`config.mk`:
```
export PLATFORM = sky130hd
export DESIGN_NAME = shot_controller_flat
export DESIGN_NICKNAME = d
export VERILOG_FILES = /design/src/rtl/billiard_pkg.sv /design/src/rtl/shot_controller_if.sv /design/src/rtl/shot_direction_rom.sv /design/src/rtl/shot_controller.sv /design/src/flat_wrapper.sv
export SDC_FILE = /design/constraint.sdc
export NUM_CORES = 1
export LEC_CHECK = 0
export CORE_ASPECT_RATIO = 0.6
export CORE_MARGIN = 10
export CORE_UTILIZATION = 56
export CTS_BUF_LIST = sky130_fd_sc_hd__clkbuf_4 sky130_fd_sc_hd__clkbuf_8 sky130_fd_sc_hd__clkbuf_16
export CTS_CLUSTER_DIAMETER = 200
export DETAILED_ROUTE_END_ITERATION = 7
export GPL_ROUTABILITY_DRIVEN = 1
export GPL_TIMING_DRIVEN = 0
export PLACE_DENSITY_LB_ADDON = 0.1
export SETUP_SLACK_MARGIN = 0.15
export SLEW_MARGIN = 10
export SYNTH_ARGS = -nofsm -noshare
export SYNTH_HDL_FRONTEND = slang
export SYNTH_HIERARCHICAL = 1
export SYNTH_SLANG_ARGS = --single-unit
```
`constraint.sdc`:
```
create_clock -name clk -period 15.95 [get_ports clk]
set_clock_uncertainty 0.05 [all_clocks]
set_input_delay 3.19 -clock clk [delete_from_list [all_inputs] [get_ports clk]]
set_output_delay 3.19 -clock clk [all_outputs]
set_load 0.05 [all_outputs]
```
`src/rtl/billiard_pkg.sv`:
```
// Shared types and constants for the billiard table blocks: shot FSM states,
// fixed-point scale, velocity limit and the 16-step direction tables.
package billiard_pkg;

    typedef enum logic [2:0] {
        WAIT_STOP,
        AIM,
        CHARGE,
        FIRE,
        WAIT_MOVE
    } shot_state_t;

    localparam int FIXED_POINT_MULTIPLIER = 64;
    localparam int VELOCITY_LIMIT         = 200;

    // Unit vectors scaled by 64, index 0 = +X, counter-clockwise, +Y = screen down.
    localparam logic signed [7:0] COS_TABLE [16] = '{
        8'sd64,  8'sd59,  8'sd45,  8'sd24,  8'sd0,  -8'sd24, -8'sd45, -8'sd59,
        -8'sd64, -8'sd59, -8'sd45, -8'sd24, 8'sd0,   8'sd24,  8'sd45,  8'sd59
    };
    localparam logic signed [7:0] SIN_TABLE [16] = '{
        8'sd0,   8'sd24,  8'sd45,  8'sd59,  8'sd64,  8'sd59,  8'sd45,  8'sd24,
        8'sd0,  -8'sd24, -8'sd45, -8'sd59, -8'sd64, -8'sd59, -8'sd45, -8'sd24
    };

    // power * coef / 64, signed division truncating toward zero; |result| <= 200.
    function automatic logic signed [10:0] scale_velocity(
        input logic        [7:0] power,
        input logic signed [7:0] coef
    );
        logic signed [16:0] product;
        product = $signed({9'd0, power}) * $signed({{9{coef[7]}}, coef});
        return 11'(product / $signed(17'(FIXED_POINT_MULTIPLIER)));
    endfunction

endpackage

```
`src/rtl/shot_controller_if.sv`:
```
// Control/velocity bundle between the player-input side and the shot controller.
interface shot_controller_if;

    logic               startOfFrame;
    logic               allStopped;
    logic               aimLeft;
    logic               aimRight;
    logic               shootButton;
    logic               velocityWriteEnable;
    logic signed [10:0] outVelocityX;
    logic signed [10:0] outVelocityY;
    logic        [3:0]  aimIndex;
    logic        [7:0]  power;
    logic               shotReady;
    logic        [7:0]  shotCount;

    modport master (
        output startOfFrame, allStopped, aimLeft, aimRight, shootButton,
        input  velocityWriteEnable, outVelocityX, outVelocityY,
               aimIndex, power, shotReady, shotCount
    );

    modport slave (
        input  startOfFrame, allStopped, aimLeft, aimRight, shootButton,
        output velocityWriteEnable, outVelocityX, outVelocityY,
               aimIndex, power, shotReady, shotCount
    );

endinterface

```
`src/rtl/shot_direction_rom.sv`:
```
// Combinational 16-entry direction lookup: aim index to signed cos/sin (x64).
module shot_direction_rom
    import billiard_pkg::*;
(
    input  logic        [3:0] index,
    output logic signed [7:0] cosValue,
    output logic signed [7:0] sinValue
);

    assign cosValue = COS_TABLE[index];
    assign sinValue = SIN_TABLE[index];

endmodule

```
`src/rtl/shot_controller.sv`:
```
// Cue shot controller: waits for the table to settle, handles aim and power
// charge, then issues one velocity load to the cue-ball motion block.
module shot_controller
    import billiard_pkg::*;
#(
    parameter int POWER_MAX           = VELOCITY_LIMIT,
    parameter int POWER_STEP          = 4,
    parameter int AIM_FRAMES          = 6,
    parameter int MOVE_TIMEOUT_FRAMES = 2
) (
    input  logic            clk,
    input  logic            reset,
    shot_controller_if.slave bus
);

    localparam logic [8:0] POWER_MAX_W  = 9'(POWER_MAX);
    localparam logic [8:0] POWER_STEP_W = 9'(POWER_STEP);
    localparam logic [7:0] AIM_LAST     = 8'(AIM_FRAMES - 1);
    localparam logic [7:0] MOVE_LAST    = 8'(MOVE_TIMEOUT_FRAMES - 1);

    shot_state_t        state;
    logic        [3:0]  aimIndex;
    logic        [7:0]  power;
    logic        [7:0]  aimFrameCount;
    logic        [7:0]  moveFrameCount;
    logic        [7:0]  shotCount;
    logic               shotReady;
    logic               velocityWriteEnable;
    logic signed [10:0] velocityX;
    logic signed [10:0] velocityY;

    logic signed [7:0]  cosValue;
    logic signed [7:0]  sinValue;
    logic        [8:0]  powerSum;
    logic        [7:0]  powerNext;

    shot_direction_rom u_direction_rom (
        .index    (aimIndex),
        .cosValue (cosValue),
        .sinValue (sinValue)
    );

    assign powerSum  = {1'b0, power} + POWER_STEP_W;
    assign powerNext = (powerSum >= POWER_MAX_W) ? POWER_MAX_W[7:0] : powerSum[7:0];

    // NOTE: all state here is sequential, so every assignment in this block is
    // non-blocking; mixing in blocking writes would make results order-dependent.
    always_ff @(posedge clk) begin
        if (reset) begin
            state               <= WAIT_STOP;
            aimIndex            <= '0;
            power               <= '0;
            aimFrameCount       <= '0;
            moveFrameCount      <= '0;
            shotCount           <= '0;
            shotReady           <= 1'b0;
            velocityWriteEnable <= 1'b0;
            velocityX           <= '0;
            velocityY           <= '0;
        end else begin
            velocityWriteEnable <= 1'b0;
            case (state)
                WAIT_STOP: begin
                    if (bus.allStopped) begin
                        state     <= AIM;
                        shotReady <= 1'b1;
                    end
                end
                AIM: begin
                    if (!bus.allStopped) begin
                        state         <= WAIT_STOP;
                        shotReady     <= 1'b0;
                        power         <= '0;
                        aimFrameCount <= '0;
                    end else if (bus.shootButton) begin
                        state         <= CHARGE;
                        power         <= '0;
                        aimFrameCount <= '0;
                    end else if (bus.aimLeft ^ bus.aimRight) begin
                        // Step on the first held frame, then once every AIM_FRAMES frames.
                        if (bus.startOfFrame) begin
                            if (aimFrameCount == '0)
                                aimIndex <= bus.aimRight ? aimIndex + 4'd1 : aimIndex - 4'd1;
                            aimFrameCount <= (aimFrameCount == AIM_LAST) ? '0 : aimFrameCount + 8'd1;
                        end
                    end else begin
                        aimFrameCount <= '0;
                    end
                end
                CHARGE: begin
                    if (!bus.allStopped) begin
                        state     <= WAIT_STOP;
                        shotReady <= 1'b0;
                        power     <= '0;
                    end else if (!bus.shootButton) begin
                        // Release wins over a coincident frame: the shot uses the current power.
                        state               <= FIRE;
                        shotReady           <= 1'b0;
                        velocityWriteEnable <= 1'b1;
                        velocityX           <= scale_velocity(power, cosValue);
                        velocityY           <= scale_velocity(power, sinValue);
                    end else if (bus.startOfFrame) begin
                        power <= powerNext;
                    end
                end
                FIRE: begin
                    shotCount      <= shotCount + 8'd1;
                    power          <= '0;
                    moveFrameCount <= '0;
                    if (velocityX == '0 && velocityY == '0) begin
                        state     <= AIM;
                        shotReady <= 1'b1;
                    end else begin
                        state <= WAIT_MOVE;
                    end
                end
                WAIT_MOVE: begin
                    if (!bus.allStopped) begin
                        state <= WAIT_STOP;
                    end else if (bus.startOfFrame) begin
                        if (moveFrameCount == MOVE_LAST)
                            state <= WAIT_STOP;
                        else
                            moveFrameCount <= moveFrameCount + 8'd1;
                    end
                end
                default: state <= WAIT_STOP;
            endcase
        end
    end

    assign bus.velocityWriteEnable = velocityWriteEnable;
    assign bus.outVelocityX        = velocityX;
    assign bus.outVelocityY        = velocityY;
    assign bus.aimIndex            = aimIndex;
    assign bus.power               = power;
    assign bus.shotReady           = shotReady;
    assign bus.shotCount           = shotCount;

endmodule

```
`src/flat_wrapper.sv`:
```
// flat-port wrapper written by rule: the top's interface ports become plain ports
module shot_controller_flat import billiard_pkg::*;
#(
    parameter int POWER_MAX           = VELOCITY_LIMIT,
    parameter int POWER_STEP          = 4,
    parameter int AIM_FRAMES          = 6,
    parameter int MOVE_TIMEOUT_FRAMES = 2
)
  (clk, reset, bus_startOfFrame, bus_allStopped, bus_aimLeft, bus_aimRight, bus_shootButton, bus_velocityWriteEnable, bus_outVelocityX, bus_outVelocityY, bus_aimIndex, bus_power, bus_shotReady, bus_shotCount);
  shot_controller_if bus_i ();
  input  logic clk;
  input  logic reset;
  input wire logic [$bits(bus_i.startOfFrame)-1:0] bus_startOfFrame;
  input wire logic [$bits(bus_i.allStopped)-1:0] bus_allStopped;
  input wire logic [$bits(bus_i.aimLeft)-1:0] bus_aimLeft;
  input wire logic [$bits(bus_i.aimRight)-1:0] bus_aimRight;
  input wire logic [$bits(bus_i.shootButton)-1:0] bus_shootButton;
  output wire logic [$bits(bus_i.velocityWriteEnable)-1:0] bus_velocityWriteEnable;
  output wire logic [$bits(bus_i.outVelocityX)-1:0] bus_outVelocityX;
  output wire logic [$bits(bus_i.outVelocityY)-1:0] bus_outVelocityY;
  output wire logic [$bits(bus_i.aimIndex)-1:0] bus_aimIndex;
  output wire logic [$bits(bus_i.power)-1:0] bus_power;
  output wire logic [$bits(bus_i.shotReady)-1:0] bus_shotReady;
  output wire logic [$bits(bus_i.shotCount)-1:0] bus_shotCount;
  assign bus_i.startOfFrame = bus_startOfFrame;
  assign bus_i.allStopped = bus_allStopped;
  assign bus_i.aimLeft = bus_aimLeft;
  assign bus_i.aimRight = bus_aimRight;
  assign bus_i.shootButton = bus_shootButton;
  assign bus_velocityWriteEnable = bus_i.velocityWriteEnable;
  assign bus_outVelocityX = bus_i.outVelocityX;
  assign bus_outVelocityY = bus_i.outVelocityY;
  assign bus_aimIndex = bus_i.aimIndex;
  assign bus_power = bus_i.power;
  assign bus_shotReady = bus_i.shotReady;
  assign bus_shotCount = bus_i.shotCount;
  shot_controller #(.POWER_MAX(POWER_MAX), .POWER_STEP(POWER_STEP), .AIM_FRAMES(AIM_FRAMES), .MOVE_TIMEOUT_FRAMES(MOVE_TIMEOUT_FRAMES)) u_core (.clk(clk), .reset(reset), .bus(bus_i));
endmodule
```
### Word level (Yosys, flattened, before mapping)

Memories as Yosys holds them, arrays and structs flattened.
Index checks and enable logic that the tools add are counted.
Widths: inputs -> output; s select.

* register bits after elaboration: 63
* latch bits: 0
* memory bits (writable): 0
* ROM bits: 256
* bits of input ports: 7
* output and inout port bits: 44
* word-level logic and storage cells: 106
* memories kept: 2

Memories
* (name not given): words 16, bits a word 8, read ports 1, clocked after Yosys merged registers in 0, wr ports 0, line shot_direction_rom.sv:11 `assign sinValue = SIN_TABLE[index];`
* (name not given): words 16, bits a word 8, read ports 1, clocked after Yosys merged registers in 0, wr ports 0, line shot_direction_rom.sv:10 `assign cosValue = COS_TABLE[index];`

* add/sub/neg operators: 8
* multipliers: 2
* div/mod/pow operators: 0
* magnitude comparators: 2
* eq/ne operators: 19
* shift-type cells: 0
* muxes and demuxes: 38
* bitwise gates (word level): 7
* reduce and logical (&&, ||, !) cells: 18

Operators with widths (number)
* $mux 8: 18
* $mul 9x8->17: 2
* $mux 3: 9
* $add 8x1->8 const B: 3
* $pmux 8 s3: 1
* $add 11x1->11: 2
* $logic_not 11->1: 2
* $pmux 8 s2: 1
* $ne 3x3->1 const B: 5
* $pmux 3 s5: 1
* $reduce_or 6->1: 2
* $ne 2x2->1 const B: 5
* $reduce_and 5->1: 2
* $add 8x3->9 const B: 1
* $ge 9x8->1 const B: 1
* $eq 8x1->1 const B: 1
* $eq 8x3->1 const B: 1
* $logic_not 8->1: 1
* $reduce_and 4->1: 2
* $eq 3x2->1 const B: 2
* $mux 1: 6
* $reduce_and 6->1: 1
* $ge 5x5->1 const B: 1
* $not 4->5: 1
* 20 further kinds: 23

### Longest topological paths before layout

Gate-level depths: netlist of the first run.

* word-level depth: 8
* gate-level depth with buffers: 29
* mapped depth without buffers: 29

### Hierarchy

Netlist of the first run, hierarchy kept.

Modules (own cells, without submodules)
* shot_controller: instances 1, cells each 875, area each 7470.9 µm², seq. area each 1221.2 µm²
* shot_direction_rom: instances 1, cells each 49, area each 381.6 µm², seq. area each 0.0 µm²

### Worst setup path after synthesis of the first run

No wires, ideal clock.

* path kind: register to register
* start: register u_core.aimIndex[0] (netlist: u_core/bus.aimIndex[0])
* end: register u_core.velocityX[8] (netlist: u_core/bus.outVelocityX[8])
* library setup time: 86 ps
* arrival: 6799 ps
* slack: 9016 ps
* stages on the path, launching flop included: 28
* clock period less this slack: 6934 ps
* cell sequence: dfxtp_1 -> inv_1 -> ha_1 -> or3_1 -> o21ai_0 -> inv_1 -> nor2_1 -> fa_1 -> fa_1 -> fa_1 -> inv_1 -> fa_1 -> inv_1 -> ha_1 -> o211a_1 -> o31ai_2 -> a211oi_1 -> nor3_1 -> nor3_1 -> xnor2_1 -> nor2_1 -> ha_1 -> ha_1 -> nand4_1 -> nor4_2 -> nand2_1 -> xor2_1 -> a211oi_1

* elaborated cells between the ends (all ways): 8
* those cells by class: add/sub: 1; mul: 1; mux: 2; bitwise: 2; reduce/logical: 1; memory: 1

RTL lines
* start: declaration: line shot_controller.sv:22 `logic [3:0] aimIndex;`
* start signal: assignment: line shot_controller.sv:83 `aimIndex <= bus.aimRight ? aimIndex + 4'd1 : aimIndex - 4'd1;`
* $not 4->5 (not written as such) *: line shot_direction_rom.sv:10
* $mem_v2 16x8 *
* $mux 8 (not written as such) * (2 in series): line shot_direction_rom.sv:10
* via u_core.cosValue[7]: line shot_controller.sv:32 `logic signed [7:0] cosValue;`
* $mul 9x8->17 *: line billiard_pkg.sv:32 `product = $signed({9'd0, power}) * $signed({{9{coef[7]}}, coef});`
* $and 1x1->1 (no source line)
* $add 11x1->11 (no source line) *
* end signal: assignment: line shot_controller.sv:100 `velocityX <= scale_velocity(power, cosValue);`
* end: declaration: line shot_controller.sv:29 `logic signed [10:0] velocityX;`

The timed path passes the listed nets; every way through them passes the cells marked *. The select of a mux whose other input is x is not followed.
A chain may end at the register's enable or synchronous reset.

### Final worst setup path of the first run

Same ends and word-level chain as after synthesis.

==> impl_metrics.yaml, run 1 <==
status:
  run_status: "finished clean"
logic_synthesis:
  yosys_warnings: 6
  synthCells: 924
  netlist_top_cells_area: "fa_1 (18%), dfxtp_1 (16%), ha_1 (15%)"
  synthAdderAreaFrac: 0.330
  share_of_flip_flops_with_an_asynchronous_set_or_reset_after_synthesis: 0
  synth_cell_types: 78
  proportion_of_synthesized_area_in_mux_cells: 0.0196
  yosys.area_share.simple: 0.228
  netlist.area_leader.share: 0.176
  seq_area_frac_synth: 0.156
  postSynth.topFlopCell: "dfxtp_1"
  synth_xor_xnor_area_share: 0.0743
  postSynthAreaPerCell_um2: 8.50
  synth_compound_area_frac: 0.113
  synthDominantAreaCellType: "fa_1"
  synth_top_cells_by_count: "inv_1 (113), ha_1 (97), nor2_1 (87)"
  synth_top_family_by_area: "adder cells"
  ffs_latches_synth: 61
  post_synth_instance_area_um2: 7850
  synth.most_common_cell: "inv_1"
  synth_enable_flop_cells: 0
grt:
  first_pass_grt_wire_length_um: 32800
  grt_antenna_before_repair: 0
  first_global_vias: 6325
  grt_overflow: 0
  grt_start_max_net_pins: 13
  grt_util_all_layers: 0.202
drt:
  route.detailed.wl_per_inst_um: 15.9
  drt_iter0_drc: 523
  postRouteAntennaNets: 0
  detailedRoute.firstPassIterationCount: 5
  vias: 6416
  drt-vias-per-instance: 5.36
  wl_um: 19000
  drc_errors: 0
worst_hold_path:
  holdPathStages: 2
  min-delay-path-class: "reg2reg"
  min_to: "u_core/bus.outVelocityX[0]$_SDFFE_PP0P_"
  timing.hold.worst.start: "u_core/bus.outVelocityX[0]$_SDFFE_PP0P_"
sta:
  max-slew-margin-rel: 0.375
  slew_viol_final: 0
  post-route-worst-setup-slack_ns: 8.31
  rsz0062_at_grt: "no"
  setup_violations: 0
  fmax_ghz: 0.131
  timing.final.hold_violations: 0
  timing.final.crit_share: 0.479
  finalSetupTns_ns: 0
  final_period_minus_worst_setup_slack_ns: 7.64
  worst_pin_slew_ns: 0.928
clock_tree:
  clk_pin_slew_ns: 0.06
  post_cts_buffers: 0
  cts_hold_buffers: 0
  cts_tree: "built"
  ctsResizeCount: 0
  clock_tree.htree_level_count: 3
  number_of_buffers_inserted_during_clock_tree_synthesis: 9
  clk_latency_ns: 0.33
  clock_sinks: 61
  root_buffer: "clkbuf_16"
  clk_path_buf_depth: 2
floorplan:
  dieArea_um2: 19300
  fp-row-count: 33
  core_area_um2: 13700
  initial_core_util: 0.573
  die_height_um: 112
  fp.dieW_um: 173
  design.portCount: 51
setup_path:
  setup.worst_path.start_class: "register"
  regToRegEndpoint: "u_core/bus.outVelocityX[8]$_SDFFE_PP0P_"
  worstSetupPathType: "reg2reg"
  worst-endpoint-arrival_ns: 7.83
  critPathRequiredTime_ns: 16.14
  reg2reg_setup_slack_ns: 8.31
  timing.rr.start: "u_core/bus.aimIndex[0]$_SDFFE_PP0P_"
  timing.critical_path.to_type: "register"
  worst-r2r-cell-count: 27
  timing.critical_path.fanout_max: 8
placement:
  globalplace.congestion: 0.855
  post_dp_cell_area_um2: 8630
  place_hpwl_um: 15300
  numPlacedInstances: 1181
  setup_slack_placement_ns: 8.37
  port_buffer_count: 47
layout:
  areaGrowthSynthToFinish_pct: 13.6
  n_antenna_cell: 0
  layout.nets: 1173
  layout.core_utilization: 0.651
  layoutNonFillerInstCount: 1196
  post-route-cell-area_um2: 8920
  post_route_cells_drive_above_1_share: 0.0568
power_and_ir_drop:
  power.static_leakage_nw: 4.15
  vdd_ir_drop_max_v: 0.0000630
  power.density_nw_per_um2: 45.4
run:
  drv.max_cap_violation_count: 0
-- sequential cells by signal (all words and copies together) (netlist names) --
signal / flops
u_core/bus.outVelocityY: 11
u_core/bus.shotReady: 1
u_core/bus.power: 6
u_core/aimFrameCount: 8
u_core/bus.shotCount: 8
u_core/bus.velocityWriteEnable: 1
u_core/state: 3
u_core/moveFrameCount: 8
u_core/bus.aimIndex: 4
u_core/bus.outVelocityX: 11
-- worst max path at each step --
stage	startpoint	to	depth (start not counted)
2_1_floorplan	u_core/bus.aimIndex[0]$_SDFFE_PP0P_	u_core/bus.outVelocityX[8]$_SDFFE_PP0P_	27
3_3_place_gp	u_core/bus.aimIndex[0]$_SDFFE_PP0P_	u_core/bus.outVelocityX[8]$_SDFFE_PP0P_	27
3_5_place_dp	u_core/bus.aimIndex[0]$_SDFFE_PP0P_	u_core/bus.outVelocityX[8]$_SDFFE_PP0P_	27
4_1_cts	u_core/bus.aimIndex[0]$_SDFFE_PP0P_	u_core/bus.outVelocityX[8]$_SDFFE_PP0P_	27
5_1_grt	u_core/bus.aimIndex[1]$_SDFFE_PP0P_	u_core/bus.outVelocityX[8]$_SDFFE_PP0P_	27
6_report	u_core/bus.aimIndex[0]$_SDFFE_PP0P_	u_core/bus.outVelocityX[8]$_SDFFE_PP0P_	27
-- report_power, final --
group	internal (mW)	leakage (nW)	switching [mW]	total (mW)
Clock	0.117	0.137	0.0709	0.188
Sequential	0.154	0.492	0.00180	0.156
Combinational	0.0217	3.52	0.0394	0.0611
-- logic make-up after synthesis --
kind of cell | after synthesis
other | 2
buffers and inverters | 147
DFF | 61
muxes | 13
and+or+nand+nor | 344
xor gates and xnor gates | 61
adders and majority gates | 166
AOI/OAI and AO/OA | 130
-- final cells by class --
cell class	instances	area [µm²]
multi-input cells	734	6090
fillers	1187	4790
flip-flops and latches	61	1220
repair buffers	47	470
inverters	113	424
clock buffers	12	267
well taps	192	240
plain buffers	34	185
clock inverters	3	20.0
-- per-stage QoR --
stage	hold WS [ns]	power, mW
2_1_floorplan	0.416	0.202
3_3_place_gp	0.420	0.218
3_5_place_dp	0.412	0.219
4_1_cts	0.428	0.406
5_1_grt	0.439	0.422
6_report	0.431	0.405
-- worst max-delay path, cell delays in order (launching register included) --
cell and delay [ns]:
dfxtp_1 0.52, inv_1 0.18, ha_1 0.29, or3_1 0.34
o21ai_0 0.34, inv_1 0.36, nor2_1 0.23, fa_1 0.45
fa_1 0.52, fa_1 0.54, inv_1 0.05, fa_1 0.60
inv_1 0.06, ha_1 0.38, o211a_1 0.19, o31ai_2 0.09
a211oi_1 0.31, nor3_1 0.10, nor3_1 0.23, xnor2_1 0.14
nor2_1 0.19, ha_1 0.20, ha_1 0.19, nand4_1 0.19
nor4_2 0.29, nand2_1 0.11, xor2_1 0.16, a211oi_1 0.22
-- layer usage --
| layer | vias up | GRT usage | part of all wire |
|---|---|---|---|
| met5 | - | 0 | 0 |
| met2 | 207 | 0.257 | 0.35 |
| li1 | 3208 | - | - |
| met3 | 8 | 0.0614 | 0.096 |
| met1 | 2993 | 0.325 | 0.55 |
| met4 | 0 | 0.0235 | 0.0045 |
-- layout by cell type, fill, tap and decap left out, types with 5 or more instances in the layout --
cell	count
a211oi_1	17
a21o_1	5
a21oi_1	33
and2_1	62
and3_1	11
clkbuf_1	24
clkbuf_16	9
clkdlybuf4s50_1	47
conb_1	20
dfxtp_1	61
fa_1	69
ha_1	97
inv_1	113
mux2i_1	9
nand2_1	72
nand2b_1	9
nand3_1	22
nand4_1	10
nor2_1	87
nor2b_1	10
nor3_1	16
nor3b_1	5
nor4_1	7
o211ai_1	5
o21ai_0	29
or3_1	6
xnor2_1	26
xor2_1	30
Power figures use the tool's default switching activity.
==> inputs of run 2 (changes only) <==
- clock period: 15.95 -> 6.35 ns (I/O delays scaled with it)
==> run 2 against run 1 <==
Net effect: register-to-register slack got worse by 8.2 ns; wire length increased by 5.3%; setup slack got worse by 8.2 ns; non-clock buffer count increased by 41; flip-flop and latch count unchanged; clock power increased to 2.7 times the previous value; critical path type unchanged; largest cell class unchanged.
==> impl_metrics.yaml, run 2 (synthesis results as in run 1) <==
status:
  run_status: "finished clean"
grt:
  grt_overflow: 0
  grt_util_all_layers: 0.210
  first_global_vias: 6472
  first_pass_grt_wire_length_um: 33900
  met2_usage: 0.279
  grt_start_max_net_pins: 14
  globalRouteMet1Util: 0.333
  global_route_layer_with_the_greatest_usage: "met1"
  global_route.usage.met3: 0.0513
  grt_antenna_before_repair: 0
setup_path:
  worst_path_dominant_cell_family: "adder cells"
  worst_path_largest_cell_delay_ns: 0.56
  timing.critical_path.fanout_max: 6
  worst-endpoint-arrival_ns: 6.49
  setup.worst_path.start: "u_core/bus.aimIndex[1]$_SDFFE_PP0P_"
  critPathMostFrequentCell: "fa_1"
  slowest_stage: "fa_2"
  setup.worst_path.start_class: "register"
  critPathRequiredTime_ns: 6.55
  timing.rr.start: "u_core/bus.aimIndex[1]$_SDFFE_PP0P_"
  timing.critical_path.to_type: "register"
  timing.critical_path.buf_inv: 3
  worstSetupPathType: "reg2reg"
worst_hold_path:
  min-delay-path-class: "reg2reg"
  timing.hold.worst.start: "u_core/bus.outVelocityY[5]$_SDFFE_PP0P_"
sta:
  rsz0062_at_grt: "yes"
  finalHoldWorstSlack_ns: 0.436
  worst_pin_slew_ns: 0.932
  finalSetupTns_ns: 0
  post-route-worst-setup-slack_ns: 0.0594
  timing.final.crit_share: 0.991
  fmax_ghz: 0.159
  final_period_minus_worst_setup_slack_ns: 6.29
  max-slew-margin-rel: 0.373
  timing.final.hold_violations: 0
  slew_viol_final: 0
  setup_violations: 0
clock_tree:
  root_buffer: "clkbuf_16"
  cts_hold_buffers: 0
  clock_sinks: 61
  clk_latency_ns: 0.33
  number_of_buffers_inserted_during_clock_tree_synthesis: 9
  clock_tree.htree_level_count: 3
  clk_path_buf_depth: 2
  cts_tree: "built"
  clk_pin_slew_ns: 0.06
drt:
  postRouteAntennaNets: 0
  drt-vias-per-instance: 5.38
  drc_errors: 0
  route.detailed.wl_per_inst_um: 16.2
  vias: 6665
  detailedRoute.firstPassIterationCount: 5
  drt_iter0_drc: 516
  wl_um: 20000
floorplan:
  initial_core_util: 0.573
  core_area_um2: 13700
  dieArea_um2: 19300
  die_height_um: 112
  fp-row-count: 33
  fp.dieW_um: 173
  design.portCount: 51
layout:
  layout.cells.most_common: "inv_1"
  post_route_cells_drive_above_1_share: 0.162
  n_antenna_cell: 0
  commonest_non_fill_non_tap_cells_in_the_layout: "inv_1 (106), nor2_1 (85), ha_1 (84)"
  area_of_the_multi_input_gates_um2: 6440
  layout.nets: 1214
  areaGrowthSynthToFinish_pct: 22.7
  seq_area_um2: 1230
  num-fill-cells: 1112
placement:
  globalplace.congestion: 0.854
  place_hpwl_um: 15100
  port_buffer_count: 47
  setup_slack_placement_ns: -0.570
power_and_ir_drop:
  vdd_ir_drop_max_v: 0.000122
  power.total_mw: 1.07
  power.density_nw_per_um2: 111
  power.static_leakage_nw: 4.48
run:
  drv.max_cap_violation_count: 0
-- run 2: area by class of cell --
class                           instances  area share
Buffer                                 34      0.0206
Clock buffer                            9      0.0234
Clock inverter                          7     0.00857
Inverter                              113      0.0449
Multi-Input combinational cell        734       0.669
Sequential cell                        61       0.128
Tap cell                              192      0.0249
Timing Repair Buffer                   88      0.0811
-- run 2: report_power, final --
part | switching [mW] | leakage, nW | internal, mW | total, mW
logic | 0.107 | 3.84 | 0.0652 | 0.172
clock network | 0.202 | 0.145 | 0.310 | 0.512
registers | 0.00427 | 0.495 | 0.387 | 0.391
-- run 2: worst paths after layout --
path                            slack (ns)  cells past startpoint                                       to
worst max register to register        0.06                     25  u_core/bus.outVelocityX[8]$_SDFFE_PP0P_
worst max-delay path                  0.06                     25  u_core/bus.outVelocityX[8]$_SDFFE_PP0P_
worst min-delay path                  0.44                      2  u_core/bus.outVelocityY[5]$_SDFFE_PP0P_
worst min register to register        0.44                      2  u_core/bus.outVelocityY[5]$_SDFFE_PP0P_
-- run 2: metal layers --
layer / vias up / share of wire
met5: - / 0
met4: 0 / 0.0027
met3: 8 / 0.080
met2: 225 / 0.38
met1: 3149 / 0.54
li1: 3283 / -
-- run 2: repair_timing --
action,4_1_cts,5_1_grt
setup endpoints to repair,20,16
pin swaps,34,21
setup buffers,35,6
resized for setup,61,29
-- run 2: worst min-delay path, cell delays in order, from the launching register on --
cell and delay, ns:
dfxtp_1 0.33, nand2_1 0.06, a21oi_1 0.05
-- run 2: through the flow --
step	util	instance area (µm²)	cells
2_1_floorplan	-	7960	942
3_3_place_gp	0.632	8670	1181
3_5_place_dp	0.632	8670	1181
4_1_cts	0.691	9480	1232
5_1_grt	0.703	9640	1238
6_report	0.703	9640	1238
==> inputs of run 3 (changes only) <==
- CORE_ASPECT_RATIO: 0.6 -> 1.75
- SKIP_LAST_GASP: unset -> 1
==> run 3 against run 2 <==
Net effect: critical path depth stayed put; flip-flop and latch count unchanged; register-to-register slack got worse by 0.04 ns; clock-buffer cell count is 3 higher; largest cell class unchanged.
==> impl_metrics.yaml, run 3 (synthesis results as in run 1) <==
grt:
  grt_util_all_layers: 0.225
  grt_overflow: 0
  first_pass_grt_wire_length_um: 34700
  grt_antenna_before_repair: 0
  first_global_vias: 7197
  grt_start_max_net_pins: 13
power_and_ir_drop:
  power.density_nw_per_um2: 111
  clockPowerShare: 0.476
  power.total_mw: 1.07
  p_seq_frac: 0.366
  power.switching_uw: 285
  combinationalPowerShare: 0.158
  vdd_ir_drop_max_v: 0.000199
  power.static_leakage_nw: 4.50
  power.share.switching: 0.267
  p_int_uw: 785
layout:
  num-fill-cells: 1135
  post_route_cells_drive_above_1_share: 0.165
  commonest_non_fill_non_tap_cells_in_the_layout: "inv_1 (107), ha_1 (84), nor2_1 (83)"
  area_of_the_multi_input_gates_um2: 6450
  layout.core_utilization: 0.699
  post-route-cell-area_um2: 9680
  areaGrowthSynthToFinish_pct: 23.2
  layoutNonFillerInstCount: 1229
  n_antenna_cell: 0
  layout.cells.most_common: "inv_1"
  layout.nets: 1220
  seq_area_um2: 1230
placement:
  numPlacedInstances: 1166
  globalplace.congestion: 0.888
  setup_slack_placement_ns: -0.630
  port_buffer_count: 47
  place_hpwl_um: 16600
  post_dp_cell_area_um2: 8650
worst_hold_path:
  min-delay-path-class: "reg2reg"
sta:
  post-route-worst-setup-slack_ns: 0.0231
  timing.final.hold_violations: 0
  final_period_minus_worst_setup_slack_ns: 6.33
  rsz0062_at_grt: "yes"
  finalHoldWorstSlack_ns: 0.422
  timing.final.crit_share: 0.996
  slew_viol_final: 0
  worst_pin_slew_ns: 0.994
  finalSetupTns_ns: 0
  max-slew-margin-rel: 0.328
  fmax_ghz: 0.158
  setup_violations: 0
clock_tree:
  root_buffer: "clkbuf_16"
  clk_pin_slew_ns: 0.05
  clock_tree.htree_level_count: 3
  cts_hold_buffers: 0
  cts_tree: "built"
  clock_sinks: 61
  clk_latency_ns: 0.33
  number_of_buffers_inserted_during_clock_tree_synthesis: 9
  clk_path_buf_depth: 2
drt:
  dr_wl_met2_um: 11700
  drt-vias-per-instance: 5.60
  drt-met1-wl_um: 7590
  drt_iter0_drc: 209
  postRouteAntennaNets: 0
  highest_layer_used_for_signal_routing: "met4"
  drc_errors: 0
  vias: 6881
  wl_um: 21100
  routed-wl-met3_um: 871
  route.detailed.wl_per_inst_um: 17.2
  detailedRoute.firstPassIterationCount: 5
setup_path:
  worstSetupPathType: "reg2reg"
  timing.critical_path.to_type: "register"
  regToRegEndpoint: "u_core/bus.outVelocityX[8]$_SDFFE_PP0P_"
  worst-endpoint-arrival_ns: 6.52
  timing.critical_path.fanout_max: 5
  worst-r2r-cell-count: 25
  reg2reg_setup_slack_ns: 0.02
  setup.worst_path.start: "u_core/bus.aimIndex[1]$_SDFFE_PP0P_"
  critPathRequiredTime_ns: 6.55
  cp-endpoint: "u_core/bus.outVelocityX[8]$_SDFFE_PP0P_"
  setup.worst_path.start_class: "register"
  timing.rr.start: "u_core/bus.aimIndex[1]$_SDFFE_PP0P_"
floorplan:
  core_area_um2: 13800
  initial_core_util: 0.568
  fp-row-count: 57
  dieArea_um2: 19300
  design.portCount: 51
  die_height_um: 177
  fp.dieW_um: 110
run:
  drv.max_cap_violation_count: 0
status:
  run_status: "finished clean"
==> run 3: cell types whose count changed in the layout (fill, tap and decap cells not counted), sizes merged <==
cell	previous run	this run
clkinvlp	3	0
clkinv	1	3
buf	50	57
inv	115	113
clkbuf	34	36
==> run 3: critical path: stages (launching register included) <==
cell and delay (ns):
dfxtp_4 0.40, inv_4 0.06, ha_4 0.25, mux4_2 0.54, and2_4 0.18, fa_1 0.53, fa_1 0.44, fa_1 0.53
inv_1 0.05, fa_1 0.54, inv_2 0.06, ha_4 0.27, o211a_1 0.18, o31ai_4 0.08, a211oi_2 0.23, nor3_1 0.07
nor3_1 0.18, xnor2_1 0.13, nor2_1 0.16, ha_2 0.22, ha_4 0.13, nand4_1 0.12, nor4_2 0.29, nand2_1 0.10
xor2_1 0.19, a211oi_1 0.24
==> run 3: metal layers <==
| metal | GRT usage | up-vias |
|---|---|---|
| met5 | 0 | - |
| met4 | 0.109 | 0 |
| met3 | 0.0372 | 57 |
| met2 | 0.422 | 171 |
| met1 | 0.229 | 3360 |
| li1 | - | 3293 |
==> run 3: repair_timing <==
action,in CTS,in global routing
pin swaps,48,22
setup endpoints to repair,20,14
gates resized for setup,80,8
buffers inserted,42,5
==> run 3: worst min path at each step <==
stage,startpoint,slack (ns),to,cells after the start
after floorplan,u_core/aimFrameCount[1]$_SDFFE_PP0P_,0.42,u_core/aimFrameCount[1]$_SDFFE_PP0P_,2
after global placement,u_core/bus.outVelocityY[5]$_SDFFE_PP0P_,0.41,u_core/bus.outVelocityY[5]$_SDFFE_PP0P_,2
after detailed placement,u_core/bus.outVelocityY[5]$_SDFFE_PP0P_,0.41,u_core/bus.outVelocityY[5]$_SDFFE_PP0P_,2
after CTS,u_core/bus.outVelocityX[5]$_SDFFE_PP0P_,0.43,u_core/bus.outVelocityX[5]$_SDFFE_PP0P_,2
after global routing,u_core/bus.outVelocityX[0]$_SDFFE_PP0P_,0.46,u_core/bus.outVelocityX[0]$_SDFFE_PP0P_,2
final,u_core/bus.outVelocityX[5]$_SDFFE_PP0P_,0.42,u_core/bus.outVelocityX[5]$_SDFFE_PP0P_,2
==> run 3: cell type report <==
| type | count | area share |
|---|---|---|
| Buffer | 34 | 0.0206 |
| Clock buffer | 12 | 0.0274 |
| Clock inverter | 4 | 0.00465 |
| Inverter | 113 | 0.0449 |
| Multi-Input combinational cell | 734 | 0.667 |
| Sequential cell | 61 | 0.127 |
| Tap cell | 177 | 0.0229 |
| Timing Repair Buffer | 94 | 0.0855 |
==> run 3: power groups by stage <==
| stage | Clock [mW] | Combinational, mW | Sequential (mW) |
|---|---|---|---|
| after floorplan | 0 | 0.100 | 0.407 |
| after global placement | 0 | 0.148 | 0.400 |
| after detailed placement | 0 | 0.150 | 0.400 |
| after CTS | 0.514 | 0.167 | 0.392 |
| after global routing | 0.527 | 0.187 | 0.393 |
| final | 0.509 | 0.169 | 0.392 |
